$ cat src/rtl/uart_rx_sipo.sv
// UART receiver: synchronises the rx line, tracks bit timing with oversampling
// ticks and rebuilds LSB-first frames into a parallel word with parity/stop checks.
module uart_rx_sipo #(
    parameter int DATA_WIDTH = 8,
    parameter int OVERSAMPLE = 16,
    parameter int PARITY_EN  = 1,
    parameter int PARITY_ODD = 0
) (
    input  logic                  clk,
    input  logic                  rst_n,
    input  logic                  sample_tick,
    input  logic                  rx,
    output logic [DATA_WIDTH-1:0] data_out,
    output logic                  data_valid,
    output logic                  parity_err,
    output logic                  frame_err,
    output logic                  busy
);

    localparam int TW = $clog2(OVERSAMPLE);
    localparam int BW = $clog2(DATA_WIDTH + 1);
    localparam logic [TW-1:0] HALF_M1  = TW'(OVERSAMPLE / 2 - 1);
    localparam logic [TW-1:0] FULL_M1  = TW'(OVERSAMPLE - 1);
    localparam logic [BW-1:0] LAST_BIT = BW'(DATA_WIDTH - 1);
    localparam logic          ODD_BIT  = (PARITY_ODD != 0);

    typedef enum logic [2:0] {
        S_IDLE,
        S_START,
        S_DATA,
        S_PARITY,
        S_STOP
    } state_t;

    state_t                  r_state;
    state_t                  w_state_nxt;
    logic                    r_rx_meta;
    logic                    r_rxs;
    logic [TW-1:0]           r_tick_cnt;
    logic [BW-1:0]           r_bit_cnt;
    logic [DATA_WIDTH-1:0]   r_shift;
    logic                    r_armed;
    logic                    r_par_err_pend;
    logic [DATA_WIDTH-1:0]   r_data_out;
    logic                    r_data_valid;
    logic                    r_parity_err;
    logic                    r_frame_err;

    logic                    w_cnt_clr;
    logic                    w_cnt_inc;
    logic                    w_bit_clr;
    logic                    w_shift;
    logic                    w_par_smp;
    logic                    w_stop_smp;
    logic                    w_arm_set;
    logic                    w_par_calc;

    // Two-flop synchroniser; everything downstream uses r_rxs only.
    always_ff @(posedge clk or negedge rst_n) begin
        if (!rst_n) begin
            r_rx_meta <= 1'b1;
            r_rxs     <= 1'b1;
        end else begin
            r_rx_meta <= rx;
            r_rxs     <= r_rx_meta;
        end
    end

    always_ff @(posedge clk or negedge rst_n) begin
        if (!rst_n) begin
            r_state <= S_IDLE;
        end else begin
            r_state <= w_state_nxt;
        end
    end

    always_comb begin
        w_state_nxt = r_state;
        w_cnt_clr   = 1'b0;
        w_cnt_inc   = 1'b0;
        w_bit_clr   = 1'b0;
        w_shift     = 1'b0;
        w_par_smp   = 1'b0;
        w_stop_smp  = 1'b0;
        w_arm_set   = 1'b0;
        if (sample_tick) begin
            case (r_state)
                S_IDLE: begin
                    if (r_rxs) begin
                        w_arm_set = 1'b1;
                    end else if (r_armed) begin
                        w_state_nxt = S_START;
                        w_cnt_clr   = 1'b1;
                    end
                end
                S_START: begin
                    // Mid start bit: a high line here means the falling edge was a glitch.
                    if (r_tick_cnt == HALF_M1) begin
                        w_cnt_clr = 1'b1;
                        if (r_rxs) begin
                            w_state_nxt = S_IDLE;
                        end else begin
                            w_state_nxt = S_DATA;
                            w_bit_clr   = 1'b1;
                        end
                    end else begin
                        w_cnt_inc = 1'b1;
                    end
                end
                S_DATA: begin
                    if (r_tick_cnt == FULL_M1) begin
                        w_cnt_clr = 1'b1;
                        w_shift   = 1'b1;
                        if (r_bit_cnt == LAST_BIT) begin
                            w_state_nxt = (PARITY_EN != 0) ? S_PARITY : S_STOP;
                        end
                    end else begin
                        w_cnt_inc = 1'b1;
                    end
                end
                S_PARITY: begin
                    if (r_tick_cnt == FULL_M1) begin
                        w_cnt_clr   = 1'b1;
                        w_par_smp   = 1'b1;
                        w_state_nxt = S_STOP;
                    end else begin
                        w_cnt_inc = 1'b1;
                    end
                end
                S_STOP: begin
                    if (r_tick_cnt == FULL_M1) begin
                        w_cnt_clr   = 1'b1;
                        w_stop_smp  = 1'b1;
                        w_state_nxt = S_IDLE;
                    end else begin
                        w_cnt_inc = 1'b1;
                    end
                end
                default: begin
                    w_state_nxt = S_IDLE;
                end
            endcase
        end
    end

    assign w_par_calc = (^r_shift) ^ ODD_BIT;

    always_ff @(posedge clk or negedge rst_n) begin
        if (!rst_n) begin
            r_tick_cnt     <= '0;
            r_bit_cnt      <= '0;
            r_armed        <= 1'b1;
            r_par_err_pend <= 1'b0;
            r_data_out     <= '0;
            r_data_valid   <= 1'b0;
            r_parity_err   <= 1'b0;
            r_frame_err    <= 1'b0;
        end else begin
            r_data_valid <= 1'b0;
            if (w_cnt_clr) begin
                r_tick_cnt <= '0;
            end else if (w_cnt_inc) begin
                r_tick_cnt <= r_tick_cnt + 1'b1;
            end
            if (w_bit_clr) begin
                r_bit_cnt <= '0;
            end else if (w_shift) begin
                r_bit_cnt <= r_bit_cnt + 1'b1;
            end
            if (w_par_smp) begin
                r_par_err_pend <= (r_rxs != w_par_calc);
            end
            if (w_arm_set) begin
                r_armed <= 1'b1;
            end
            // A low stop bit disarms IDLE so a held break yields only one frame.
            if (w_stop_smp) begin
                r_data_out   <= r_shift;
                r_data_valid <= 1'b1;
                r_parity_err <= (PARITY_EN != 0) ? r_par_err_pend : 1'b0;
                r_frame_err  <= ~r_rxs;
                if (!r_rxs) begin
                    r_armed <= 1'b0;
                end
            end
        end
    end

    always_ff @(posedge clk) begin
        if (w_shift) begin
            r_shift <= {r_rxs, r_shift[DATA_WIDTH-1:1]};
        end
    end

    assign data_out   = r_data_out;
    assign data_valid = r_data_valid;
    assign parity_err = r_parity_err;
    assign frame_err  = r_frame_err;
    assign busy       = (r_state != S_IDLE);

endmodule

$ cat config.mk
export PLATFORM = sky130hd
export DESIGN_NAME = uart_rx_sipo
export DESIGN_NICKNAME = d
export VERILOG_FILES = /design/src/rtl/uart_rx_sipo.sv
export SDC_FILE = /design/constraint.sdc
export NUM_CORES = 1
export LEC_CHECK = 0
export BUFFER_PORTS_ARGS = -buffer_cell sky130_fd_sc_hd__buf_2
export CAP_MARGIN = 30
export CORE_AREA = 2 2 59 61
export DETAILED_ROUTE_END_ITERATION = 12
export DIE_AREA = 0 0 61 63
export GPL_TIMING_DRIVEN = 0
export PLACE_DENSITY = 0.71
export SYNTH_ARGS = -nofsm -noshare
export SYNTH_HDL_FRONTEND = slang
export SYNTH_SLANG_ARGS = --single-unit
$ cat constraint.sdc
create_clock -name clk -period 5 [get_ports clk]
set_input_delay 0.5 -clock clk [delete_from_list [all_inputs] [get_ports clk]]
set_output_delay 0.5 -clock clk [all_outputs]
set_load 0.01 [all_outputs]
Word level (Yosys, flattened, before mapping)

Index checks and enable logic that the tools add are counted.

Register bits after elaboration: 34
Bits in latches: 0
RAM bits: 0
ROM bits: 0
Input bits: 4
Output and inout port bits: 12
Memories kept: 0

Add/subtract/negate cells: 2
Multipliers: 0
Div/mod/pow operators: 0
Order comparisons: 0
Eq/ne operators: 15
Shifts and indexed selects: 0
Muxes and demuxes: 40
Bitwise gates (word level): 1
Reduce and logical (&&, ||, !) cells: 7

Operators by type and width:

| operator                                                               | number |
|---|---|
| 1-bit 2-to-1 mux                                                       | 25 |
| 3-bit 2-to-1 mux                                                       | 7 |
| 4-bit 2-to-1 mux                                                       | 4 |
| 3-bit one-hot mux with 5 select lines                                  | 1 |
| 2-bit != test (second input constant)                                  | 7 |
| 4-bit by 1-bit adder with 4-bit output (second input constant)         | 2 |
| 4-bit by 3-bit equality test with 1-bit output (second input constant) | 2 |
| 8-bit AND reduction                                                    | 1 |
| 8-bit XOR reduction                                                    | 1 |
| 3-bit by 2-bit equality test with 1-bit output (second input constant) | 2 |
| 4-bit equality test (second input constant)                            | 1 |
| 2-bit nonzero test                                                     | 2 |
| 3-bit by 1-bit equality test with 1-bit output (second input constant) | 1 |
| 3-bit equality test (second input constant)                            | 1 |
| 3-bit zero test                                                        | 1 |
| 1-bit one-hot mux with 3 select lines                                  | 1 |
| 3-bit nonzero test                                                     | 1 |
| 3-bit OR reduction                                                     | 1 |
| 2-bit 2-to-1 mux                                                       | 1 |
| 1-bit one-hot mux with 2 select lines                                  | 1 |
| 1-bit != test                                                          | 1 |
| 1-bit inverter                                                         | 1 |

Depth between registers and ports, before layout

Gate-level depths: netlist of run 1.

Word-level depth: 6
Gate-level depth with buffers: 6
Mapped depth without buffers: 5

Least setup slack after synthesis of run 1

Ideal clock, no wire load.

Kind: register to register
Start: register r_tick_cnt[0]
End: register r_bit_cnt[1]
Setup time: 119 ps
Arrival time: 1,548 ps
Setup slack: 3,333 ps
Cell stages (with the launch flop): 6
Cells stage by stage: dfrtp_1 ha_1 nand4_4 nor3_2 mux2i_1 nor2_1

Cells in the longest elaborated chain, start to end: 5
Elaborated cells on any way between the ends: 10
Classes of those cells: eq/ne: 2; mux: 7; reduce/logical: 1

RTL lines:

| item                                | line | source |
|---|---|---|
| from (decl)                         | 39   | `logic [TW-1:0] r_tick_cnt;` |
| from (signal assigned)              | 163  | `r_tick_cnt <= r_tick_cnt + 1'b1;` |
| 4-bit equality test                 | 111  | `if (r_tick_cnt == FULL_M1) begin` |
| 1-bit 2-to-1 mux                    | 111  |  |
| 1-bit 2-to-1 mux                    | 87   | `case (r_state)` |
| 1-bit 2-to-1 mux                    | 86   | `if (sample_tick) begin` |
| net w_shift                         | 52   | `logic w_shift;` |
| 2-bit nonzero test (no source line) | --   |  |
| to (signal assigned)                | 168  | `r_bit_cnt <= r_bit_cnt + 1'b1;` |
| to (decl)                           | 40   | `logic [BW-1:0] r_bit_cnt;` |

The timed path passes the listed nets, and every way through them passes these cells.
A chain may end at the register's enable or synchronous reset.

Worst setup path after layout of run 1

Same ends and word-level chain as after synthesis.

==> flow_metrics.env, run 1 <==
export IMPL_ant_nets=0
export IMPL_skew_ps=7.65
export IMPL_dp_hpwl_mm=1.93
export IMPL_synth_area_per_cell_um2=13.8
export IMPL_viasPerCell=5.28
export IMPL_grt_pass1_wl_mm=4.58
export IMPL_synth_nets=124
export IMPL_core_area_mm2=0.00323
export IMPL_die_w_um=61
export IMPL_ys_warn_count=0
export IMPL_status="finished clean"
export IMPL_async_flop_share_pct=76.5
export IMPL_rows=21
export IMPL_worstHoldPathType="input pin to asynchronous set/reset pin"
export IMPL_wl_per_cell_um=14.4
export IMPL_cts_path_max_buffers=2
export IMPL_final_seq_area_um2=895
export IMPL_clock_sinks=34
export IMPL_leakage_nw=0.849
export IMPL_grt_ovfl_total=0
export IMPL_grt_pass1_vias=992
export IMPL_clock_root_buffer="clkbuf_4"
export IMPL_clk_latency_ps=330
export IMPL_seq_area_frac_synth_pct=54.8
export IMPL_start_kind="flop"
export IMPL_cp_top_family="simple AND/OR/NAND/NOR gates"
export IMPL_ios=16
export IMPL_cp_slowest_stage_delay_ps=700
export IMPL_maxCapViolations=0
export IMPL_dieArea_mm2=0.00384
export IMPL_holdWs_ps=144
export IMPL_port_buffers=15
export IMPL_slew_headroom_pct=41.3
export IMPL_slew_viol_final=0
export IMPL_final_hold_viol_count=0
export IMPL_dr_first_iter_drc_count=25
export IMPL_synth_common_cells="23 x dfrtp_1, 9 x xnor2_1, 8 x edfxtp_1, 8 x mux2_4, 8 x nor2_1"
export IMPL_crit_arrival_ps=2240
export IMPL_stdcell_area_mm2=0.00182
export IMPL_synth_top_area_cell="dfrtp_1"
export IMPL_drt_total_wl_mm=2.69
export IMPL_period_needed_ps=2020
export IMPL_yosys_top_cells_area="dfrtp_1 35%, edfxtp_1 15%, mux2_4 7.4%"
export IMPL_grt_max_degree=27
export IMPL_synth_seq_cells=34
export IMPL_synth_cells=118
export IMPL_fill_cells=292
export IMPL_fin_crit_sh_pct=40.3
export IMPL_synth_most_common_cell="dfrtp_1"
export IMPL_antenna_found_initial=0
export IMPL_synth_edf_count=8
export IMPL_worst_slew_pin_slew_ps=876
export IMPL_rsz0062_at_grt="no"
export IMPL_synthFlopType="dfrtp_1"
export IMPL_cts_tree="yes"
export IMPL_fmax_mhz=496
export IMPL_clkTransAtPathRegs_ps=110
export IMPL_critPathKind="flop to flop"
export IMPL_worstPathCellList="ha_1 -> nand4_4 -> nor3_2 -> mux2i_1 -> nor2_1"
export IMPL_multiInputGateArea_um2=676
export IMPL_postCtsSetupRepairBufs=0
export IMPL_slowest_stage="nor3_2"
export IMPL_setup_viol=0
export IMPL_power_w=0.000614
export IMPL_ys_types=42
export IMPL_initial_core_util_pct=50.5
export IMPL_cp_num_buf_inv=0
export IMPL_gp_congestion=0.860
export IMPL_track_usage_pct=16.2
export IMPL_cts_resized=0
export IMPL_htreeDepth=2
export IMPL_cts_buffers=5
export IMPL_place_area_mm2=0.00177
export IMPL_ir_worst_vdd_mv=0.143
export IMPL_dr_pass1_iters=4
export IMPL_drcViolationCount=0
export IMPL_syn_cell_area_mm2=0.00163
export IMPL_synth_top_area_share_pct=35.2
export IMPL_setup_tns_ps=0
export IMPL_num_antenna_cells=0
export IMPL_cp_required_ps=5230
export IMPL_num_nets_final=146
export IMPL_cellPowerDensity_mw_per_mm2=338
export IMPL_critPathCaptureType="flop"
export IMPL_dr_total_vias=987
export IMPL_drive_above_1_share_pct=34.8
export IMPL_ctsHoldBuffers=0
export IMPL_syn_to_final_growth_pct=11.4
export IMPL_worstPathMaxFanout=10
export IMPL_fp_dieH_um=63
worst register-to-register path: cells and delay by family, from the launching register on:
kind                       cells  cell delay, ps
muxes                          1             280
adders and majority gates      1             290
DFF                            1             400
and+or+nand+nor                3             950
worst paths after layout:
path                                from           end  slack [ps]  depth (start not counted)
hold reg to reg                r_rx_meta         r_rxs         370                          0
max in group asynchronous          rst_n         r_rxs        4470                          1
min in group clk                      rx     r_rx_meta         260                          1
setup / recovery           r_tick_cnt[0]  r_bit_cnt[1]        2980                          5
setup reg to reg           r_tick_cnt[0]  r_bit_cnt[1]        2980                          5
hold / removal                     rst_n   data_out[4]         140                          1
cells in the final DEF, fill, tap and decap left out, types with 2 or more instances in the layout:
| cell | netlist | layout |
|---|---|---|
| inv_1 | 7 | 7 |
| a21oi_1 | 2 | 2 |
| edfxtp_1 | 8 | 8 |
| dfstp_2 | 3 | 3 |
| nand3_1 | 2 | 2 |
| nor4_1 | 2 | 2 |
| mux2_4 | 8 | 8 |
| ha_1 | 2 | 2 |
| o211ai_1 | 4 | 4 |
| nand4_1 | 2 | 2 |
| nor3_2 | 2 | 2 |
| mux2_1 | 2 | 2 |
| clkbuf_4 | 0 | 5 |
| mux2_2 | 2 | 2 |
| mux2i_1 | 5 | 5 |
| dfrtp_1 | 23 | 23 |
| and3b_1 | 2 | 2 |
| buf_2 | 2 | 17 |
| nor2_1 | 8 | 8 |
| xnor2_1 | 9 | 9 |
cells by family after synthesis:
kind of cell    Yosys count  synth area share [%]
mux                      17                  13.2
simple gates             27                  12.7
xor+xnor                 10                  6.21
buf+inv                  12                  3.83
flops                    34                  54.8
compound gates           16                  7.74
fa+ha+maj                 2                  1.53
state kept, by name, summed over array words and instances, names as in the netlist, 3 cells and up:
name / flops
data_out: 8
r_shift: 8
r_bit_cnt: 4
r_tick_cnt: 4
r_state: 3
layout make-up:
| class | instances | area share [%] |
|---|---|---|
| Sequential cell | 34 | 49.2 |
| Tap cell | 46 | 3.16 |
| Inverter | 8 | 1.65 |
| Clock buffer | 5 | 2.06 |
| Clock inverter | 3 | 0.894 |
| Timing Repair Buffer | 15 | 4.13 |
| Multi-Input combinational cell | 72 | 37.1 |
| Buffer | 4 | 1.79 |
metal layers:
layer | GRT usage, % | share of wire, %
met1 | 20.3 | 47
met2 | 24.9 | 47
met5 | 0 | 0
met4 | 6.25 | 1.7
met3 | 6.21 | 4.4
per-stage QoR:
stage | cells | setup WS (ps) | utilization (%)
5_1_grt | 187 | 2830 | 56.3
6_report | 187 | 2980 | 56.3
3_5_place_dp | 179 | 2980 | 54.6
2_1_floorplan | 118 | 3330 | -
4_1_cts | 187 | 2960 | 56.3
3_3_place_gp | 179 | 3080 | 54.6
power breakdown:
group,leakage [nW],switching (W),internal [W]
sequential,0.418,0.0000238,0.000303
combinational,0.402,0.0000852,0.0000591
clock,0.0286,0.0000906,0.0000522
total,0.849,0.000200,0.000414
(Power assumes the default switching activity.)
==> run 2, diff against run 1 <==
CORE_AREA = 2 2 60 62   (was 2 2 59 61)
DIE_AREA = 0 0 62 64   (was 0 0 61 63)
clock period = 1.8 ns   (was 5 ns; I/O delays follow)
==> flow_metrics.env, run 2 (synthesis results as in run 1) <==
export IMPL_rr_endpoint="r_state[0]"
export IMPL_final_hold_viol_count=0
export IMPL_worstHoldPathType="input pin to flop"
export IMPL_grt_pass1_vias=1095
export IMPL_holdPathStages=3
export IMPL_cts_tree="yes"
export IMPL_ir_worst_vdd_mv=0.476
export IMPL_num_nets_final=160
export IMPL_ios=16
export IMPL_rows=21
export IMPL_layout_common_cells="22 x dfrtp_1, 17 x buf_2, 11 x buf_4"
export IMPL_stdcell_area_mm2=0.00202
export IMPL_ant_nets=0
export IMPL_cp_required_ps=2030
export IMPL_wl_per_cell_um=14.7
export IMPL_final_seq_area_um2=896
export IMPL_power_w=0.00188
export IMPL_drcViolationCount=0
export IMPL_start_kind="flop"
export IMPL_core_area_mm2=0.00328
export IMPL_fill_cells=269
export IMPL_maxCapViolations=0
export IMPL_gp_congestion=0.787
export IMPL_place_area_mm2=0.00177
export IMPL_dp_hpwl_mm=1.90
export IMPL_top_layer="met4"
export IMPL_wl_met1_mm=1.34
export IMPL_layout_commonest_cell="dfrtp_1"
export IMPL_r2r_start="r_tick_cnt[0]"
export IMPL_fp_dieH_um=64
export IMPL_setup_viol=0
export IMPL_rsz0062_at_grt="no"
export IMPL_dieArea_mm2=0.00397
export IMPL_die_w_um=62
export IMPL_dr_first_iter_drc_count=69
export IMPL_grt_pass1_wl_mm=4.96
export IMPL_htreeDepth=2
export IMPL_port_buffers=15
export IMPL_drt_total_wl_mm=2.95
export IMPL_min_to="r_tick_cnt[3]"
export IMPL_clk_latency_ps=330
export IMPL_fin_crit_sh_pct=95.3
export IMPL_fmax_mhz=583
export IMPL_cts_path_max_buffers=2
export IMPL_critPathKind="flop to flop"
export IMPL_setup_tns_ps=0
export IMPL_setup_slack_ps=84.6
export IMPL_period_needed_ps=1720
export IMPL_place_ws_ps=-216
export IMPL_reg2reg_slack_ps=80
export IMPL_worstPathMaxFanout=4
export IMPL_clkTransAtPathRegs_ps=100
export IMPL_wl_met3_um=108
export IMPL_syn_to_final_growth_pct=23.7
export IMPL_status="finished clean"
export IMPL_crit_arrival_ps=1940
export IMPL_leakage_nw=0.950
export IMPL_hold_path_startpoint="sample_tick"
export IMPL_slew_viol_final=0
export IMPL_dr_pass1_iters=4
export IMPL_antenna_found_initial=0
export IMPL_clock_sinks=34
export IMPL_cts_buffers=5
export IMPL_multiInputGateArea_um2=739
export IMPL_met2_length_mm=1.45
export IMPL_drive_above_1_share_pct=41.9
export IMPL_cellPowerDensity_mw_per_mm2=930
export IMPL_grt_max_degree=27
export IMPL_worst_slew_pin_slew_ps=590
export IMPL_grt_ovfl_total=0
export IMPL_skew_ps=10.0
export IMPL_slew_headroom_pct=60.7
export IMPL_dr_total_vias=1022
export IMPL_critPathCaptureType="flop"
export IMPL_num_antenna_cells=0
export IMPL_reg2reg_depth=6
export IMPL_clock_root_buffer="clkbuf_4"
export IMPL_viasPerCell=5.08
export IMPL_track_usage_pct=17.6
export IMPL_initial_core_util_pct=49.7
run 2: how the worst max path moves through the flow:
stage	slack [ps]	end	from
after global placement	-130	r_bit_cnt[1]	r_tick_cnt[0]
after detailed placement	-220	r_bit_cnt[1]	r_tick_cnt[0]
after CTS	-4	data_out[3]	r_tick_cnt[1]
after global routing	1	r_state[0]	r_tick_cnt[0]
final	80	r_state[0]	r_tick_cnt[0]
after floorplan	130	r_bit_cnt[1]	r_tick_cnt[0]
run 2: worst max-delay path, cell delays in order (launching register included):
cell and delay, ps:
dfrtp_1 430, ha_4 190, buf_6 120, a31o_1 240, a2bb2oi_4 210, a211oi_4 100
mux2_4 310
run 2: cell type report:
type | count | area share [%]
plain buffers | 4 | 1.61
clock inverters | 2 | 0.434
clock buffers | 6 | 2.04
repair buffers | 29 | 10.6
well taps | 46 | 2.85
multi-input cells | 72 | 36.6
inverters | 8 | 1.49
flip-flops and latches | 34 | 44.4
run 2: routing by layer:
metal / global-route usage [%] / vias up
li1: - / 499
met1: 23.3 / 502
met2: 25.3 / 16
met3: 7.29 / 5
met4: 7.18 / 0
met5: 0 / -
run 2: power breakdown:
part           switching, W  leakage [nW]  internal, W
Sequential        0.0000841         0.417     0.000842
Combinational      0.000290         0.504     0.000271
Clock              0.000244        0.0297     0.000147
Total              0.000618         0.950      0.00126
run 2: repair_timing:
item | in CTS | in global routing
pin swaps | 2 | 6
hold buffers | 2 | 0
resized for setup | 3 | 8
setup buffers | 6 | 5
setup endpoints to repair | 12 | 5
endpoints found under the hold margin | 24 | 0
gates cloned | 1 | 0
run 2: stage by stage:
stage | instances | hold WS, ps | utilization [%]
2_1_floorplan | 118 | -116 | -
3_3_place_gp | 179 | 203 | 53.8
3_5_place_dp | 179 | 219 | 53.8
4_1_cts | 196 | 198 | 58.8
5_1_grt | 201 | 208 | 61.5
6_report | 201 | 205 | 61.5
==> run 3, diff against run 2 <==
clock period = 1.49 ns   (was 1.8 ns; I/O delays follow)
==> flow_metrics.env, run 3 (synthesis results as in run 1) <==
export IMPL_status="finished with violations"
export IMPL_violations="setup timing"
export IMPL_syn_to_final_growth_pct=30.7
export IMPL_rsz0062_at_grt="yes"
export IMPL_netSwitchingFraction_pct=34.1
export IMPL_layout_common_cells="23 x buf_4, 22 x dfrtp_1, 15 x buf_2"
export IMPL_drcViolationCount=0
export IMPL_multiInputGateArea_um2=781
export IMPL_slew_viol_final=0
export IMPL_fin_util_pct=65.0
export IMPL_track_usage_pct=18.3
export IMPL_top_layer="met4"
export IMPL_cts_path_max_buffers=2
export IMPL_grt_max_degree=27
export IMPL_setup_viol=18
export IMPL_gp_congestion=0.780
export IMPL_cp_num_buf_inv=0
export IMPL_num_nets_final=171
export IMPL_grt_pass1_wl_mm=5.35
export IMPL_worstPathCellList="nor2b_2 -> o32ai_2 -> a211oi_2 -> mux2_1"
export IMPL_worst_slew_pin_slew_ps=572
export IMPL_leakage_nw=1.00
export IMPL_layout_commonest_cell="buf_4"
export IMPL_clock_sinks=34
export IMPL_fmax_mhz=612
export IMPL_maxCapViolations=0
export IMPL_dieArea_mm2=0.00397
export IMPL_ir_worst_vdd_mv=0.800
export IMPL_fp_dieH_um=64
export IMPL_drive_above_1_share_pct=53.6
export IMPL_viasPerCell=5.31
export IMPL_setup_slack_ps=-145
export IMPL_holdWs_ps=185
export IMPL_cp_required_ps=1720
export IMPL_dp_hpwl_mm=1.96
export IMPL_power_w=0.00236
export IMPL_final_hold_viol_count=0
export IMPL_cp_top_family="flip-flops"
export IMPL_final_seq_area_um2=896
export IMPL_port_buffers=15
export IMPL_place_ws_ps=-270
export IMPL_clkPwrFrac_pct=20.5
export IMPL_critPathCaptureType="flop"
export IMPL_skew_ps=7.90
export IMPL_cp_slowest_stage_delay_ps=570
export IMPL_htreeDepth=2
export IMPL_grt_ovfl_total=0
export IMPL_p_sw_w=0.000804
export IMPL_fill_cells=249
export IMPL_slowest_stage="dfstp_2"
export IMPL_ant_nets=0
export IMPL_critPathKind="flop to flop"
export IMPL_clkTransAtPathRegs_ps=100
export IMPL_grt_pass1_vias=1122
export IMPL_p_int_w=0.00155
export IMPL_wl_met1_mm=1.45
export IMPL_cts_tree="yes"
export IMPL_period_needed_ps=1630
export IMPL_core_area_mm2=0.00328
export IMPL_antenna_found_initial=0
export IMPL_dr_pass1_iters=4
export IMPL_num_antenna_cells=0
export IMPL_dr_total_vias=1126
export IMPL_worstPathMaxFanout=3
export IMPL_cellPowerDensity_mw_per_mm2=1100
export IMPL_cts_buffers=5
export IMPL_rows=21
export IMPL_wl_met3_um=151
export IMPL_start_kind="flop"
export IMPL_clk_latency_ps=340
export IMPL_crit_arrival_ps=1870
export IMPL_dr_first_iter_drc_count=47
export IMPL_slew_headroom_pct=61.8
export IMPL_drt_total_wl_mm=3.30
export IMPL_initial_core_util_pct=49.7
export IMPL_die_w_um=62
export IMPL_combPwrFrac_pct=33.0
export IMPL_wl_per_cell_um=15.6
export IMPL_met2_length_mm=1.64
export IMPL_fin_crit_sh_pct=110
export IMPL_seqPwrFrac_pct=46.5
export IMPL_clock_root_buffer="clkbuf_4"
export IMPL_worstHoldPathType="input pin to flop"
export IMPL_ios=16
==> run 3: power by group through the flow <==
stage	Sequential [W]	Combinational [W]	Clock (W)
4_1_cts	0.00109	0.000665	0.000507
3_5_place_dp	0.00113	0.000510	0
3_3_place_gp	0.00112	0.000490	0
5_1_grt	0.00110	0.000851	0.000562
2_1_floorplan	0.00111	0.000404	0
6_report	0.00110	0.000779	0.000483
==> run 3: worst paths after layout <==
path                             start             to  slack (ps)  depth (start not counted)
setup / recovery               r_armed     r_state[0]        -140                          4
hold / removal             sample_tick  r_tick_cnt[3]         180                          3
setup reg to reg               r_armed     r_state[0]        -140                          4
hold reg to reg              r_rx_meta          r_rxs         360                          0
max in group asynchronous        rst_n     r_state[2]         730                          2
min in group asynchronous        rst_n  r_tick_cnt[1]         350                          2
==> run 3: area by class of cell <==
| class | count | share of cell area, % |
|---|---|---|
| buffer | 3 | 1.58 |
| sequential | 34 | 42.0 |
| multi-input combinational | 72 | 36.6 |
| clock buffer | 5 | 1.76 |
| inverter | 8 | 1.41 |
| tap | 46 | 2.70 |
| timing repair buffer | 41 | 13.2 |
| clock inverter | 3 | 0.762 |
==> run 3: tightest hold or removal path, stage by stage <==
cell     delay [ps]
buf_2           160
nand4_1         110
mux2i_1          70
==> run 3: through the flow <==
stage | TNS (ps) | std cells | instance area (µm²)
CTS | -1440 | 205 | 2020
detailed placement | -4410 | 179 | 1780
global route | -3280 | 212 | 2130
global placement | -3150 | 179 | 1780
finish | -1860 | 212 | 2130
floorplan | -717 | 118 | 1650
==> run 3: per-layer routing <==
metal	up-vias	track usage, %
met4	0	5.32
met2	38	26.7
met3	10	6.48
met1	550	25.5
li1	528	-
met5	-	0
==> run 3: what timing repair did <==
item	CTS	global route
gates resized for setup	11	16
pin swaps	3	10
buffers inserted	16	8
endpoints found under the hold margin	24	0
endpoints found under the setup margin	29	28
hold buffers	2	0
